### src/rtl/game_pkg.sv
// Shared definitions for frame-rate animation blocks.
package game_pkg;

  // Default width of a signed sprite screen offset
  localparam int unsigned OFFSET_W = 12;

  // Flight state of a trajectory generator
  typedef enum logic {
    IDLE = 1'b0,
    RUN  = 1'b1
  } run_state_e;

endpackage : game_pkg

### src/rtl/spawn_path_if.sv
// Launch request and sprite offset bundle of one trajectory generator.
interface spawn_path_if #(
  parameter int unsigned HWIDTH = game_pkg::OFFSET_W,
  parameter int unsigned VWIDTH = game_pkg::OFFSET_W
);

  logic              en;
  logic [HWIDTH-1:0] hoffset;
  logic [VWIDTH-1:0] voffset;
  logic              active;

  // Launcher side: issues en, consumes the offsets
  modport master (
    output en,
    input  hoffset,
    input  voffset,
    input  active
  );

  // Generator side: takes en, drives the offsets
  modport slave (
    input  en,
    output hoffset,
    output voffset,
    output active
  );

endinterface : spawn_path_if

### src/rtl/path_lerp.sv
// Linear interpolation SRC -> DST at step k of STEP, truncating toward zero.
module path_lerp #(
  parameter int unsigned              W    = 12,
  parameter logic signed [W-1:0]      SRC  = '0,
  parameter logic signed [W-1:0]      DST  = '0,
  parameter int unsigned              STEP = 32
) (
  input  logic [$clog2(STEP+1)-1:0] k_i,
  output logic signed [W-1:0]       pos_o
);

  localparam int unsigned KW = $clog2(STEP + 1);
  localparam int unsigned DW = W + 1;
  // k is unsigned, so one extra bit keeps it positive in the signed product
  localparam int unsigned PW = DW + KW + 1;

  localparam logic signed [DW-1:0] DIFF   = DW'(DST) - DW'(SRC);
  localparam logic signed [PW-1:0] STEP_S = PW'(STEP);

  // Signed division truncates toward zero; the final add wraps modulo 2^W
  assign pos_o = SRC + W'((PW'(DIFF) * PW'($signed({1'b0, k_i}))) / STEP_S);

endmodule : path_lerp

### src/rtl/spawn_path.sv
// Sprite trajectory generator: on launch, moves the offset from source to
// destination over STEP ticks (one tick per frame), then returns to idle.
module spawn_path
  import game_pkg::*;
#(
  parameter int unsigned              HWIDTH = OFFSET_W,
  parameter int unsigned              VWIDTH = OFFSET_W,
  parameter logic signed [HWIDTH-1:0] HSRC   = '0,
  parameter logic signed [VWIDTH-1:0] VSRC   = '0,
  parameter logic signed [HWIDTH-1:0] HDST   = '0,
  parameter logic signed [VWIDTH-1:0] VDST   = '0,
  parameter int unsigned              STEP   = 32
) (
  input  logic         clk,
  input  logic         rst,
  spawn_path_if.slave  sp
);

  localparam int unsigned KW = $clog2(STEP + 1);

  run_state_e               state_q, state_d;
  logic [KW-1:0]            k_q, k_d;
  logic                     active_q;
  logic signed [HWIDTH-1:0] hoff_q, hpos;
  logic signed [VWIDTH-1:0] voff_q, vpos;

  // Positions for the upcoming step; k_d is 0 while idle, which yields the source
  path_lerp #(.W(HWIDTH), .SRC(HSRC), .DST(HDST), .STEP(STEP)) u_hlerp (
    .k_i   (k_d),
    .pos_o (hpos)
  );

  path_lerp #(.W(VWIDTH), .SRC(VSRC), .DST(VDST), .STEP(STEP)) u_vlerp (
    .k_i   (k_d),
    .pos_o (vpos)
  );

  // State, step counter and registered offsets
  always_ff @(posedge clk) begin
    if (rst) begin
      state_q  <= IDLE;
      k_q      <= '0;
      active_q <= 1'b0;
      hoff_q   <= HSRC;
      voff_q   <= VSRC;
    end else begin
      state_q  <= state_d;
      k_q      <= k_d;
      active_q <= (state_d == RUN);
      hoff_q   <= hpos;
      voff_q   <= vpos;
    end
  end

  // Launch while idle, count steps in flight, drop back after the destination step
  always_comb begin
    state_d = state_q;
    k_d     = k_q;
    case (state_q)
      IDLE: begin
        k_d = '0;
        if (sp.en) begin
          state_d = RUN;
        end
      end
      RUN: begin
        if (k_q == KW'(STEP)) begin
          state_d = IDLE;
          k_d     = '0;
        end else begin
          k_d = k_q + KW'(1);
        end
      end
      default: begin
        state_d = IDLE;
        k_d     = '0;
      end
    endcase
  end

  assign sp.hoffset = hoff_q;
  assign sp.voffset = voff_q;
  assign sp.active  = active_q;

endmodule : spawn_path

### src/flat_wrapper.sv
// flat-port wrapper written by rule: the top's interface ports become plain ports
module spawn_path_flat import game_pkg::*;
#(
  parameter int unsigned              HWIDTH = OFFSET_W,
  parameter int unsigned              VWIDTH = OFFSET_W,
  parameter logic signed [HWIDTH-1:0] HSRC   = '0,
  parameter logic signed [VWIDTH-1:0] VSRC   = '0,
  parameter logic signed [HWIDTH-1:0] HDST   = '0,
  parameter logic signed [VWIDTH-1:0] VDST   = '0,
  parameter int unsigned              STEP   = 32
)
  (clk, rst, sp_en, sp_hoffset, sp_voffset, sp_active);
  spawn_path_if #(.HWIDTH(HWIDTH), .VWIDTH(VWIDTH)) sp_i ();
  input  logic clk;
  input  logic rst;
  input wire logic [$bits(sp_i.en)-1:0] sp_en;
  output wire logic [$bits(sp_i.hoffset)-1:0] sp_hoffset;
  output wire logic [$bits(sp_i.voffset)-1:0] sp_voffset;
  output wire logic [$bits(sp_i.active)-1:0] sp_active;
  assign sp_i.en = sp_en;
  assign sp_hoffset = sp_i.hoffset;
  assign sp_voffset = sp_i.voffset;
  assign sp_active = sp_i.active;
  spawn_path #(.HWIDTH(HWIDTH), .VWIDTH(VWIDTH), .HSRC(HSRC), .VSRC(VSRC), .HDST(HDST), .VDST(VDST), .STEP(STEP)) u_core (.clk(clk), .rst(rst), .sp(sp_i));
endmodule
### config.mk
export PLATFORM = sky130hd
export DESIGN_NAME = spawn_path_flat
export DESIGN_NICKNAME = d
export VERILOG_FILES = /design/src/rtl/game_pkg.sv /design/src/rtl/spawn_path_if.sv /design/src/rtl/path_lerp.sv /design/src/rtl/spawn_path.sv /design/src/flat_wrapper.sv
export SDC_FILE = /design/constraint.sdc
export NUM_CORES = 1
export LEC_CHECK = 0
export ABC_CLOCK_PERIOD_IN_PS = 2700
export CAP_MARGIN = 10
export CORE_AREA = 3 3 40 42
export DETAILED_ROUTE_END_ITERATION = 6
export DIE_AREA = 0 0 43 45
export GPL_TIMING_DRIVEN = 0
export PLACE_DENSITY_LB_ADDON = 0.05
export SLEW_MARGIN = 20
export SYNTH_ARGS = -nofsm -noshare
export SYNTH_HDL_FRONTEND = slang
export SYNTH_SLANG_ARGS = --single-unit
### constraint.sdc
create_clock -name clk -period 2.7 [get_ports clk]
set_clock_uncertainty 0.15 [all_clocks]
set_input_delay 0.81 -clock clk [delete_from_list [all_inputs] [get_ports clk]]
set_output_delay 0.81 -clock clk [all_outputs]
set_load 0.05 [all_outputs]
==> metrics.log <==
INFO  metric run_status = completed
INFO  metric cts_inserted_buffers = 3
INFO  metric die_area = 1935 um^2
INFO  metric number_of_global_route_vias_before_repair = around 230
INFO  metric critical_path_class = flop to output port
INFO  metric multi_input_area = between 200 and 300 um^2
INFO  metric grt_use_met3 = 0.06375
INFO  metric layout.cell_area.non_filler = ~660 um^2
INFO  metric synth_top_area_share = 0.3609
INFO  metric final_layout_size_suffix_gt1_frac = 0.3371
INFO  metric post_synth_xor_area_fraction = 0.05263
INFO  metric finalPower = 316.6 uW
INFO  metric rows = 13
INFO  metric final_nets = 95
INFO  metric finalSetupTns = 0 ps
INFO  metric cts.repair.resized = 0
INFO  metric layout.area.seq = 140.1 um^2
INFO  metric worst_skew_pair.late_latency = 240 ps
INFO  metric m1_gr_usage = 0.06813
INFO  metric clkSinkCount = 7
INFO  metric fp.dieW = 43 um
INFO  metric syn_area_per_cell = about 8.5 um^2
INFO  metric synth_compound_gate_area_share = 0.07769
INFO  metric ios = 28
INFO  metric timing.critical_path.cells = clkdlybuf4s50_1
INFO  metric clock_tree.buffer_depth = 2
INFO  metric final_period_minus_worst_setup_slack = 2385 ps
INFO  metric place.detailed.hpwl = around 570 um
INFO  metric synthesis.yosys.warnings = 0
INFO  metric core = 1285 um^2
INFO  metric timing.max_cap.violations = 0
INFO  metric synth.ff_latch_count = 7
INFO  metric cts.clk_slew.worst_paths = 50 ps
INFO  metric crit_arrival = between 1000 and 1500 ps
INFO  metric routedWlPerCell = 6.202 um
INFO  metric floorplan.die.height = about 45 um
INFO  metric fillers = 137
INFO  metric cts_hold_repair.buffers = 0
INFO  metric synthToLayoutAreaGrowth = 32.33%
INFO  metric io_buffers = 3
INFO  metric clockRootBuffer = clkbuf_4
INFO  metric synth_top_family_by_area = buffers and inverters
INFO  metric fin_crit_sh = 0.8835
INFO  metric synth.area.mux_share = 0
INFO  metric finalSetupViolCount = 0
INFO  metric synthCells = a little under 60
INFO  metric cpLargestDelayFamily = buffers and inverters
INFO  metric library_cell_with_the_largest_summed_area_after_synthesis = buf_4
INFO  metric drc = 0
INFO  metric type_of_the_most_critical_hold_path = flop to flop
INFO  metric final-max-slew-violation-count = 0
INFO  metric grt_antenna_before_repair = 0
INFO  metric worst_ep_required_time = 1740 ps
INFO  metric route.vias.total = 347
INFO  metric setup_repair_after_global_routing_missed_its_margin = no
INFO  metric initial_core_utilization = 0.3885
INFO  metric commonest_non_fill_non_tap_cells_in_the_layout = buf_4, conb_1, dfxtp_1, nor2_1, nand3_1
INFO  metric drtAntennaViolNets = 0
INFO  metric htreeDepth = 1
INFO  metric synth.area.top_cells = buf_4, dfxtp_1, ha_1
INFO  metric power_density = about 480 nW/um^2
INFO  metric post-cts-setup-buffers = 0
INFO  metric firstDrtPassIters = 2
INFO  metric globalRouteOverflowTotal = 0
INFO  metric grt_max_degree = 6
INFO  metric tritoncts_clock_tree = done
INFO  metric cp_max_fo = 4
INFO  metric grt.met2_usage = 0.1078
INFO  metric finalWeightedCongestion = 0.7253
INFO  metric startpoint_type_of_the_worst_setup_path = flop
INFO  metric initialDrtViolationCount = 1
INFO  metric post_dp_cell_area = around 630 um^2
INFO  metric antenna_cells = 0
INFO  metric fmaxAchievable = ~0.42 GHz
INFO  metric grt_pass1_wl = 931 um
INFO  metric worstPathBufferInverterCount = 1
INFO  metric via_per_inst = 3.337
INFO  metric endpoint_kind = output port
INFO  metric synth_seq_area_share = 0.2807
INFO  metric yosysUniqueCellTypes = 17
INFO  metric crit_path_top_delay_cell = clkdlybuf4s50_1
INFO  metric globalRouteTotalUtil = 0.07185
INFO  metric peakVddDrop = between 0.2 and 0.3 mV
INFO  metric report.final.hold_viol_count = 0
INFO  metric post_synth_and_or_nand_nor_area_fraction = 0.1479
INFO  metric p_leak = 0.3445 nW
INFO  metric cp_slowest_stage_delay = 820 ps
INFO  metric detail_route.wirelength = 645 um
INFO  metric grt_most_used_layer = met2
INFO  metric synth.cell_area = 499.2 um^2
INFO  metric synth_fa_ha_area_frac = 0.05013
==> cell type report <==
class	count	area share
repair buffers	3	0.04545
inverters	3	0.01705
well taps	15	0.02841
flip-flops and latches	7	0.2121
multi-input cells	48	0.3845
clock buffers	4	0.03977
plain buffers	24	0.2727
==> kinds of logic (layout without fill, tap and decap cells) <==
kind of cell / after synthesis / in the layout
other: 1 / 24
flip-flops: 7 / 7
adder cells (fa/ha/maj): 2 / 2
buffers and inverters: 27 / 34
XOR/XNOR: 3 / 3
AND/OR/NAND/NOR: 15 / 15
AO/OA/AOI/OAI: 4 / 4
==> through the flow <==
stage	utilization	worst slack, ps	hold WS [ps]	std cells
5_1_grt	0.5141	261.6	350.9	104
2_1_floorplan	-	1105	290.9	82
3_3_place_gp	0.4937	563.0	309.9	100
4_1_cts	0.5141	296.1	329.5	104
3_5_place_dp	0.4937	571.4	318.3	100
6_report	0.5141	314.6	320.8	104
==> report_power, final <==
group	total, mW	switching [mW]	internal [mW]
Clock	0.0916	0.0355	0.0562
Sequential	0.108	0.00225	0.106
Combinational	0.117	0.0852	0.0318
==> metal layers <==
metal	routed length, um	up-vias
li1	-	196
met5	0	-
met4	0	0
met2	295	19
met1	230	132
met3	119	0
==> Yosys cell counts <==
| cell | number |
|---|---|
| a21oi_2 | 1 |
| buf_4 | 24 |
| conb_1 | 1 |
| dfxtp_1 | 7 |
| ha_1 | 2 |
| inv_1 | 3 |
| nand2_1 | 2 |
| nand2b_1 | 1 |
| nand3_1 | 4 |
| nor2_1 | 6 |
| o21ai_0 | 1 |
| o21bai_4 | 1 |
| o22ai_1 | 1 |
| or3_1 | 1 |
| or3_4 | 1 |
| xnor2_1 | 1 |
| xor2_1 | 2 |
==> sequential cells by signal, indices dropped and copies added, names as in the netlist <==
register and count:
u_core.k_q 6, u_core.sp.active 1
==> final timing paths <==
| kind | from | to | slack (ps) | cells past startpoint |
|---|---|---|---|---|
| max | u_core.sp.active$_SDFF_PP0_ | sp_active | 310 | 1 |
| min | u_core.k_q[0]$_SDFF_PP0_ | u_core.k_q[0]$_SDFF_PP0_ | 320 | 1 |
| max reg2reg | u_core.k_q[2]$_SDFF_PP0_ | u_core.k_q[2]$_SDFF_PP0_ | 1460 | 3 |
| min reg2reg | u_core.k_q[0]$_SDFF_PP0_ | u_core.k_q[0]$_SDFF_PP0_ | 320 | 1 |
No activity file was read; power rests on OpenSTA's default activity.
